<file path="src/rtl/gsim_pkg.sv">
// gsim_pkg: shared types and constants for the GSIM operand feeder.
// Build option GSIM_INTERLOCK_EN turns on the read-after-write issue stall.
package gsim_pkg;

    localparam int N_DEF      = 16;
    localparam int ITER_DEF   = 8;
    localparam int PE_LAT_DEF = 3;

    // Each row reads this many neighbours on either side.
    localparam int REACH = 3;

`ifdef GSIM_INTERLOCK_EN
    localparam bit INTERLOCK_EN = 1'b1;
`else
    localparam bit INTERLOCK_EN = 1'b0;
`endif

    typedef enum logic [2:0] {
        IDLE,
        LOAD,
        RUN,
        DRAIN,
        OUTPUT
    } state_t;

    typedef logic signed [31:0] x_t;
    typedef logic signed [15:0] b_t;

    // Index width for an n-entry vector (at least one bit).
    function automatic int idx_w(input int n);
        return (n > 1) ? $clog2(n) : 1;
    endfunction

endpackage

</file>
<file path="src/rtl/gsim_inflight_pipe.sv">
// gsim_inflight_pipe: tracks rows in flight through the PE and flags
// issues whose lower neighbours have not yet returned.
module gsim_inflight_pipe
    import gsim_pkg::*;
#(
    parameter int DEPTH = PE_LAT_DEF,
    parameter int IDX_W = 4
) (
    input  logic             clk,
    input  logic             reset,
    input  logic             push,
    input  logic [IDX_W-1:0] push_idx,
    input  logic [IDX_W-1:0] q_idx,
    output logic             tail_valid,
    output logic [IDX_W-1:0] tail_idx,
    output logic             hazard,
    output logic             pending
);

    logic [DEPTH-1:0] vld_q;
    logic [DEPTH-1:0] vld_d;
    logic [IDX_W-1:0] idx_q [DEPTH];
    logic [IDX_W-1:0] idx_d [DEPTH];
    logic             hit;

    // Advance every cycle; a new issue enters at stage 0.
    always_comb begin
        vld_d[0] = push;
        idx_d[0] = push ? push_idx : '0;
        for (int k = 1; k < DEPTH; k++) begin
            vld_d[k] = vld_q[k-1];
            idx_d[k] = idx_q[k-1];
        end
    end

    // Pipe state register.
    always_ff @(posedge clk or posedge reset) begin
        if (reset) begin
            vld_q <= '0;
            for (int k = 0; k < DEPTH; k++) begin
                idx_q[k] <= '0;
            end
        end else begin
            vld_q <= vld_d;
            idx_q <= idx_d;
        end
    end

    assign tail_valid = vld_q[DEPTH-1];
    assign tail_idx   = idx_q[DEPTH-1];

    // Match non-tail entries holding one of the rows just below q_idx;
    // the tail is excluded because its result is forwarded this cycle.
    always_comb begin
        hit     = 1'b0;
        pending = 1'b0;
        for (int k = 0; k < DEPTH - 1; k++) begin
            if (vld_q[k]) begin
                pending = 1'b1;
                if ((idx_q[k] < q_idx) &&
                    ((q_idx - idx_q[k]) <= IDX_W'(REACH))) begin
                    hit = 1'b1;
                end
            end
        end
        hazard = INTERLOCK_EN && hit;
    end

endmodule

</file>
<file path="src/rtl/gsim_feeder.sv">
// gsim_feeder: GSIM operand sequencer and solution store around the PE.
// Build option GSIM_INTERLOCK_EN (see gsim_pkg) selects Gauss-Seidel stalls.
module gsim_feeder
    import gsim_pkg::*;
#(
    parameter  int N      = N_DEF,
    parameter  int ITER   = ITER_DEF,
    parameter  int PE_LAT = PE_LAT_DEF,
    localparam int IDX_W  = idx_w(N)
) (
    input  logic               clk,
    input  logic               reset,
    input  logic               start,
    input  logic               b_valid,
    input  logic signed [15:0] b_in,
    output logic signed [15:0] pe_b,
    output logic signed [31:0] pe_in_1,
    output logic signed [31:0] pe_in_2,
    output logic signed [31:0] pe_in_3,
    output logic signed [31:0] pe_in_4,
    output logic signed [31:0] pe_in_5,
    output logic signed [31:0] pe_in_6,
    input  logic signed [31:0] pe_out,
    output logic               out_valid,
    output logic [IDX_W-1:0]   out_idx,
    output logic signed [31:0] x_out,
    output logic               busy,
    output logic               done
);

    localparam int               SW_W       = idx_w(ITER);
    localparam int               AW         = IDX_W + 1;
    localparam logic [IDX_W-1:0] LAST_IDX   = IDX_W'(N - 1);
    localparam logic [SW_W-1:0]  LAST_SWEEP = SW_W'(ITER - 1);

    state_t           state_q, state_d;
    logic [IDX_W-1:0] load_cnt_q, load_cnt_d;
    logic [IDX_W-1:0] idx_q, idx_d;
    logic [IDX_W-1:0] out_cnt_q, out_cnt_d;
    logic [SW_W-1:0]  sweep_q, sweep_d;
    logic             done_q, done_d;

    x_t x_q [N];
    x_t x_d [N];
    b_t b_q [N];
    b_t b_d [N];

    // Operand slots: i-1, i+1, i-2, i+2, i-3, i+3.
    b_t pe_b_q, pe_b_d;
    x_t opr_q [6];
    x_t opr_d [6];
    x_t nbr   [6];

    logic [AW-1:0]    base, lo, hi;
    logic             issue;
    logic             tail_valid;
    logic [IDX_W-1:0] tail_idx;
    logic             hazard;
    logic             pending;

    gsim_inflight_pipe #(
        .DEPTH (PE_LAT),
        .IDX_W (IDX_W)
    ) u_pipe (
        .clk        (clk),
        .reset      (reset),
        .push       (issue),
        .push_idx   (idx_q),
        .q_idx      (idx_q),
        .tail_valid (tail_valid),
        .tail_idx   (tail_idx),
        .hazard     (hazard),
        .pending    (pending)
    );

    // Neighbour reads: off-end rows read 0, the row returning now is forwarded.
    always_comb begin
        base = {1'b0, idx_q};
        lo   = '0;
        hi   = '0;
        for (int k = 0; k < 6; k++) begin
            nbr[k] = '0;
        end
        for (int k = 1; k <= REACH; k++) begin
            lo = base - AW'(k);
            hi = base + AW'(k);
            if (base >= AW'(k)) begin
                nbr[2*k-2] = (tail_valid && tail_idx == lo[IDX_W-1:0])
                           ? pe_out : x_q[lo[IDX_W-1:0]];
            end
            if (hi <= AW'(N - 1)) begin
                nbr[2*k-1] = (tail_valid && tail_idx == hi[IDX_W-1:0])
                           ? pe_out : x_q[hi[IDX_W-1:0]];
            end
        end
    end

    // Sequencer: load b, sweep the rows, drain the PE, stream x out.
    always_comb begin
        state_d    = state_q;
        load_cnt_d = load_cnt_q;
        idx_d      = idx_q;
        sweep_d    = sweep_q;
        out_cnt_d  = out_cnt_q;
        done_d     = 1'b0;
        issue      = 1'b0;
        x_d        = x_q;
        b_d        = b_q;
        if (tail_valid) begin
            x_d[tail_idx] = pe_out;
        end
        unique case (state_q)
            IDLE: begin
                if (start) begin
                    x_d        = '{default: '0};
                    load_cnt_d = '0;
                    state_d    = LOAD;
                end
            end
            LOAD: begin
                if (b_valid) begin
                    b_d[load_cnt_q] = b_in;
                    load_cnt_d      = load_cnt_q + IDX_W'(1);
                    if (load_cnt_q == LAST_IDX) begin
                        idx_d   = '0;
                        sweep_d = '0;
                        state_d = RUN;
                    end
                end
            end
            RUN: begin
                if (!hazard) begin
                    issue = 1'b1;
                    idx_d = idx_q + IDX_W'(1);
                    if (idx_q == LAST_IDX) begin
                        if (sweep_q == LAST_SWEEP) begin
                            state_d = DRAIN;
                        end else begin
                            sweep_d = sweep_q + SW_W'(1);
                        end
                    end
                end
            end
            DRAIN: begin
                if (!pending) begin
                    out_cnt_d = '0;
                    state_d   = OUTPUT;
                end
            end
            OUTPUT: begin
                out_cnt_d = out_cnt_q + IDX_W'(1);
                if (out_cnt_q == LAST_IDX) begin
                    done_d  = 1'b1;
                    state_d = IDLE;
                end
            end
            default: begin
                state_d = IDLE;
            end
        endcase
    end

    // Issued operands are registered; idle slots present zeros.
    always_comb begin
        pe_b_d = '0;
        for (int k = 0; k < 6; k++) begin
            opr_d[k] = '0;
        end
        if (issue) begin
            pe_b_d = b_q[idx_q];
            for (int k = 0; k < 6; k++) begin
                opr_d[k] = nbr[k];
            end
        end
    end

    // State, storage and operand registers.
    always_ff @(posedge clk or posedge reset) begin
        if (reset) begin
            state_q    <= IDLE;
            load_cnt_q <= '0;
            idx_q      <= '0;
            out_cnt_q  <= '0;
            sweep_q    <= '0;
            done_q     <= 1'b0;
            pe_b_q     <= '0;
            for (int k = 0; k < N; k++) begin
                x_q[k] <= '0;
                b_q[k] <= '0;
            end
            for (int k = 0; k < 6; k++) begin
                opr_q[k] <= '0;
            end
        end else begin
            state_q    <= state_d;
            load_cnt_q <= load_cnt_d;
            idx_q      <= idx_d;
            out_cnt_q  <= out_cnt_d;
            sweep_q    <= sweep_d;
            done_q     <= done_d;
            pe_b_q     <= pe_b_d;
            x_q        <= x_d;
            b_q        <= b_d;
            opr_q      <= opr_d;
        end
    end

    assign pe_b      = pe_b_q;
    assign pe_in_1   = opr_q[0];
    assign pe_in_2   = opr_q[1];
    assign pe_in_3   = opr_q[2];
    assign pe_in_4   = opr_q[3];
    assign pe_in_5   = opr_q[4];
    assign pe_in_6   = opr_q[5];
    assign out_valid = (state_q == OUTPUT);
    assign out_idx   = out_valid ? out_cnt_q : '0;
    assign x_out     = out_valid ? x_q[out_cnt_q] : '0;
    assign busy      = (state_q != IDLE);
    assign done      = done_q;

endmodule

</file>
<file path="config.mk">
export PLATFORM = sky130hd
export DESIGN_NAME = gsim_feeder
export DESIGN_NICKNAME = d
export VERILOG_FILES = /design/src/rtl/gsim_pkg.sv /design/src/rtl/gsim_inflight_pipe.sv /design/src/rtl/gsim_feeder.sv
export SDC_FILE = /design/constraint.sdc
export NUM_CORES = 2
export LEC_CHECK = 0
export CAP_MARGIN = 5
export CORE_UTILIZATION = 34
export DETAILED_ROUTE_END_ITERATION = 12
export GPL_TIMING_DRIVEN = 0
export SKIP_CTS_REPAIR_TIMING = 1
export SLEW_MARGIN = 40
export SYNTH_ARGS = -nofsm -noshare
export SYNTH_HDL_FRONTEND = slang
export SYNTH_SLANG_ARGS = --single-unit
export TNS_END_PERCENT = 50
</file>
<file path="constraint.sdc">
create_clock -name clk -period 35.3 [get_ports clk]
set_input_delay 3.53 -clock clk [delete_from_list [all_inputs] [get_ports clk]]
set_output_delay 3.53 -clock clk [all_outputs]
set_load 0.005 [all_outputs]
</file>
# == After elaboration in Yosys (flattened, before gate mapping) ==
# Index checks and enable logic that the tools add are counted.
# totals
ff_bits,1010
output_inout_bits,247
# classes
addsub,10
magnitude_cmp,18
eq_ne,22
mux,76
n_bitwise,10
reduce_logical,19
# op_table
operator,n
$mux W512,3
$bmux W32 S4,7
$mux W32,28
$bwmux W512,1
$bwmux W256,1
$mux W192,1
$demux W32 S4,1
$bmux W16 S4,1
$demux W16 S4,1
$mux W16,4
$ge A5 B5 Y1 const B,10
$not A4 Y5,10
$mux W3,11
$mux W4,7
$eq A4 B4 Y1,6
$pmux W4 S2,3
$le A5 B4 Y1 const B,3
$pmux W3 S5,1
$ne A2 B2 Y1 const B,7
$add A4 B1 Y4 const B,3
$eq A4 B4 Y1 const B,3
$add A4 B2 Y5 const B,2
$lt A5 B1 Y1 const B,2
$ge A4 B2 Y1 const B,2
19 further kinds,37

# == Longest topological paths before layout ==
# logic_depth
depth_word,9
depth_mapped,15
depth_no_buf,7

# == Cells and area by module ==
# From an unflattened synthesis, not the netlist that was laid out.
# hier_totals
hier_cells,5226
area_unflattened_um2,57574.0
# by_module_without_submodules
module,instances,cells_each,area_per_inst_um2,seq_area_each_um2
gsim_feeder,1,5203,57152.3,24898.9
gsim_inflight_pipe,1,23,421.7,375.4

# == Worst setup path after synthesis ==
# OpenSTA, ideal clock, no wires.
# synth_path
kind,register to output
from,register out_cnt_q[0]
to,output x_out[0]
arrival_ns,2.111
required_time_ns,31.770
path_slack_ns,29.659
path_stages_with_launch,7
path_buffers,3
cell_sequence,dfrtp_1 -> clkbuf_1 -> buf_6 -> buf_2 -> mux4_2 -> mux4_2 -> and2_1
# synth_via
elab_chain_len,5
# synth_rtl
item,line,source
start: declaration,gsim_feeder.sv:39,"logic [IDX_W-1:0] out_cnt_q, out_cnt_d;"
start signal: assignment,gsim_feeder.sv:198,out_cnt_q <= out_cnt_d;
$not A4 Y5 (not written as such),gsim_feeder.sv:217,assign x_out = out_valid ? x_q[out_cnt_q] : '0;
$bmux W32 S4,gsim_feeder.sv:217,
$mux W32 (not written as such) (2 in series),gsim_feeder.sv:217,
$mux W32,gsim_feeder.sv:217,
end: declaration,gsim_feeder.sv:26,"output logic signed [31:0] x_out,"
# No other way between the ends. The select of a mux whose other input is x is not followed.

# == Worst setup path after layout ==
# layout_path
from,register out_cnt_q[1]
to,output x_out[28]
# Same word-level chain as after synthesis.

==> summary.md <==
## Pwr
* 0.00004283 V — IR Drop Worst-Case VDD
* 2.108 mW — cell-internal power
* 43.0% — Sequential Power Share
* 11.5% — part of the power in combinational logic
* 42.02 nW/um^2 — power density of the placed cells
* 27.60% — switching share of total power
* 803.6 uW — switching pwr
* 45.5% — share of power burned in the clock network
* 27.74 nW — standby leakage power

## Critical path
* buf_1 — slowest library cell on the worst path
* clkbuf_1 > clkbuf_1 > buf_1 > mux4_2 > mux4_2 > and2_1 > clkdlybuf4s50_1 — cell-by-cell listing of the critical path
* 720 ps — Slowest Stage Delay on Critical Path
* 10 — biggest fanout along the worst timing path
* 7 — logic depth of the worst setup path including buffers
* 29630 ps — worst reg2reg setup slack
* pe_in_6[21] — Reg-to-Reg End
* out_cnt_q[1] — crit path launch
* 4670 ps — Arrival @ worst endpoint
* 15 — worst reg-to-reg path cell count
* idx_q[0] — origin of the critical flop-to-flop path
* flip-flop — kind of start point of the critical path
* x_out[28] — termination of the worst setup path
* 31770 ps — required time reported for the critical path endpoint
* 4 — number of buffers and inverters on the critical path
* output pin — kind of end point of the critical path
* buffers and inverters — kind of cell with the highest combined delay on the critical path
* flip-flop to output pin — start-to-end type of the worst setup path

## Timing
* 0 — number of max-slew violations in the final report
* 0 — count of endpoints failing hold in the final timing report
* 1017 ps — actual slew at the worst max-slew pin
* 122.0 MHz — maximum operating frequency
* no — RSZ-0062 raised after global routing
* 8199 ps — post-layout min period
* 0 ps — Fin Setup TNS
* 55.16 ps — largest clock skew in the final design
* 23.23% — period utilization
* 0 — # setup viols final
* 32.20% — worst slew margin relative to its limit

## Logic synthesis
* dfrtp_1 — top cell type by total area after synthesis
* 43.16% — fraction of synthesized cell area taken by the top area cell type
* 100.0% — share of flip-flops with an asynchronous set or reset
* 4802 — net count after synthesis
* dfrtp_1 — Main synth FF type
* dfrtp_1 43%, mux4_2 29%, nand2_1 7.0% — largest cells by area after synthesis
* 0 — number of synthesis warnings
* 4733 — Gate Count Post-Synth
* 43.16% — sequential share of the synthesized area
* 1010 — flops & latches, synth
* 0 — Post-synth EDFFs
* 12.37 sq um — syn_area_per_cell
* 58570 sq um — area of the mapped netlist
* 57 — number of distinct library cells after synthesis

## Detailed routing
* 92.12 mm — detailed-route wire length on metal 1
* met5 — top routing layer used
* 6 — number of iterations in the first detailed-routing pass
* 0 — residual DRC count
* 6.442 — vias per cell
* 34.63 um — WL per Instance
* 7109 — iteration-0 DRC count of the detailed router
* 34.13 mm — routed wire length on met3
* 114.8 mm — length of routed met2 wiring
* 0 — post-detailed-route count of antenna-violating nets
* 48820 — via count
* 262.4 mm — wire length reported by the detailed router

## Cells and area
* 7578 — Cell Count, Final, Fillers Out
* 18.32% — Syn-to-layout area delta
* 40.71% — post-layout util
* 69290 sq um — Finished Cell Area
* 29.42% — proportion of layout cells with a drive suffix above 1
* 16000 — fill cell instance count of the final layout
* 5241 — net count of the finished layout

## GRT
* 0 — Remaining Overflow, GRT
* 47130 — via count of the first global-routing pass
* 81 — largest net degree at the start of global routing
* 13 — initial antenna violation count
* 29.75% — GRT Total Usage
* 365.1 mm — global-route wire length before repair

## Die
* 417.0 um — die outline width
* 417.0 um — overall die height
* 170200 sq um — Placeable Area
* 151 — Rows
* 173900 sq um — die footprint
* 299 — number of I/O pins
* 34.40% — effective utilization at floorplan

## Run status
* completed — outcome

## Clocking
* 1010 — clk sink count
* 70 ps — post-CTS clock slew at the launch and capture registers of the worst setup and hold paths
* 820 ps — Skew-Pair Late Insertion Delay
* clkbuf_16 — root buf cell
* 3 — deepest clock path buffer count
* built — CTS tree
* 3 — # H-tree levels
* 118 — TritonCTS Buffers

## Placement
* 65080 sq um — total placed instance area
* 189.0 mm — half-perimeter wire length of the detailed placement result
* 7344 — Placed Cells
* 298 — # port buffers
* 1.024 — gp weighted congestion

## Job
* 0 — number of max-cap violations

## Min path
* flip-flop to flip-flop — path category of the worst min-delay check

## flip-flops by register name, summed over array words and instances, names as in the netlist, 16 cells and up
signal / flops
pe_b: 16
pe_in_1: 32
pe_in_5: 32
pe_in_4: 32
pe_in_2: 32
pe_in_6: 32
pe_in_3: 32
x_q: 512
b_q: 256
## routing by layer
| layer | global-route usage (%) | vias up |
|---|---|---|
| li1 | - | 18650 |
| met1 | 36.17 | 25200 |
| met2 | 44.16 | 3961 |
| met3 | 10.89 | 992 |
| met4 | 20.04 | 10 |
| met5 | 0 | - |
## cell families (layout without fill, tap and decap cells)
group	Yosys count	count (layout)	synth area share [%]
DFF	1010	1010	43.16
xor gates and xnor gates	25	25	0.4572
muxes	1011	1011	33.90
buffers and inverters	551	1093	4.140
AOI/OAI and AO/OA	865	865	9.347
adders and majority gates	17	17	0.3632
and+or+nand+nor	1254	1254	8.640
other	0	8	0
## stage by stage
stage,hold WS [ps],power (mW),setup slack [ps]
final,323.8,2.911,27100
after global routing,344.3,2.982,27180
after CTS,321.2,2.917,27210
after detailed placement,334.7,1.598,28050
after global placement,332.6,1.585,-9042
after floorplan,331.2,1.455,3350
## synth_stat cells (all sizes together), types with 18 or more instances
| cell | n |
|---|---|
| a21oi | 515 |
| a221oi | 64 |
| a22o | 163 |
| and2 | 63 |
| buf | 204 |
| clkbuf | 304 |
| clkinv | 18 |
| dfrtp | 1010 |
| inv | 25 |
| mux2 | 259 |
| mux4 | 752 |
| nand2 | 1101 |
| nand3 | 19 |
| nor2 | 29 |
| o21ai | 45 |
| o2bb2ai | 64 |
## cell type report
cell class	count	area [sq um]	area share (%)
antenna	8	20.02	0.02889
buffer	508	2399	3.461
clock buffer	160	3323	4.796
clock inverter	63	833.3	1.203
inverter	43	168.9	0.2438
multi-input combinational	3172	30960	44.68
sequential	1010	25270	36.47
tap	2295	2872	4.144
timing repair buffer	319	3441	4.966
## worst min path at each step
stage,from,endpoint,cells after the start
after floorplan,u_pipe.idx_d[4],u_pipe.idx_d[0],0
after CTS,u_pipe.idx_d[7],u_pipe.idx_d[3],0
after detailed placement,u_pipe.idx_d[0],u_pipe.tail_idx[0],0
after global placement,u_pipe.idx_d[1],u_pipe.tail_idx[1],0
after global routing,u_pipe.idx_d[7],u_pipe.idx_d[3],0
final,u_pipe.idx_d[7],u_pipe.idx_d[3],0
## power by group through the flow
stage               sequential, mW  combinational (mW)  clock (mW)
floorplan                     1.27               0.189           0
global placement              1.27               0.311           0
detailed placement            1.27               0.325           0
CTS                           1.25               0.326        1.34
global route                  1.26               0.341        1.38
finish                        1.25               0.334        1.33
## cell usage in the layout (no fill, tap or decap), types with 15 or more instances in the layout
| master | count |
|---|---|
| a21oi_1 | 514 |
| a221oi_1 | 64 |
| a22o_1 | 163 |
| and2_1 | 62 |
| buf_2 | 157 |
| buf_4 | 28 |
| bufinv_16 | 15 |
| clkbuf_1 | 235 |
| clkbuf_16 | 120 |
| clkbuf_2 | 92 |
| clkbuf_8 | 17 |
| clkdlybuf4s50_1 | 298 |
| clkinv_1 | 18 |
| clkinv_2 | 20 |
| dfrtp_1 | 1010 |
| ha_1 | 17 |
| inv_1 | 23 |
| mux2_2 | 259 |
| mux4_2 | 752 |
| nand2_1 | 1093 |
| nand3_1 | 19 |
| nor2_1 | 27 |
| o21ai_1 | 32 |
| o2bb2ai_1 | 64 |
No activity file was read; power rests on OpenSTA's default activity.
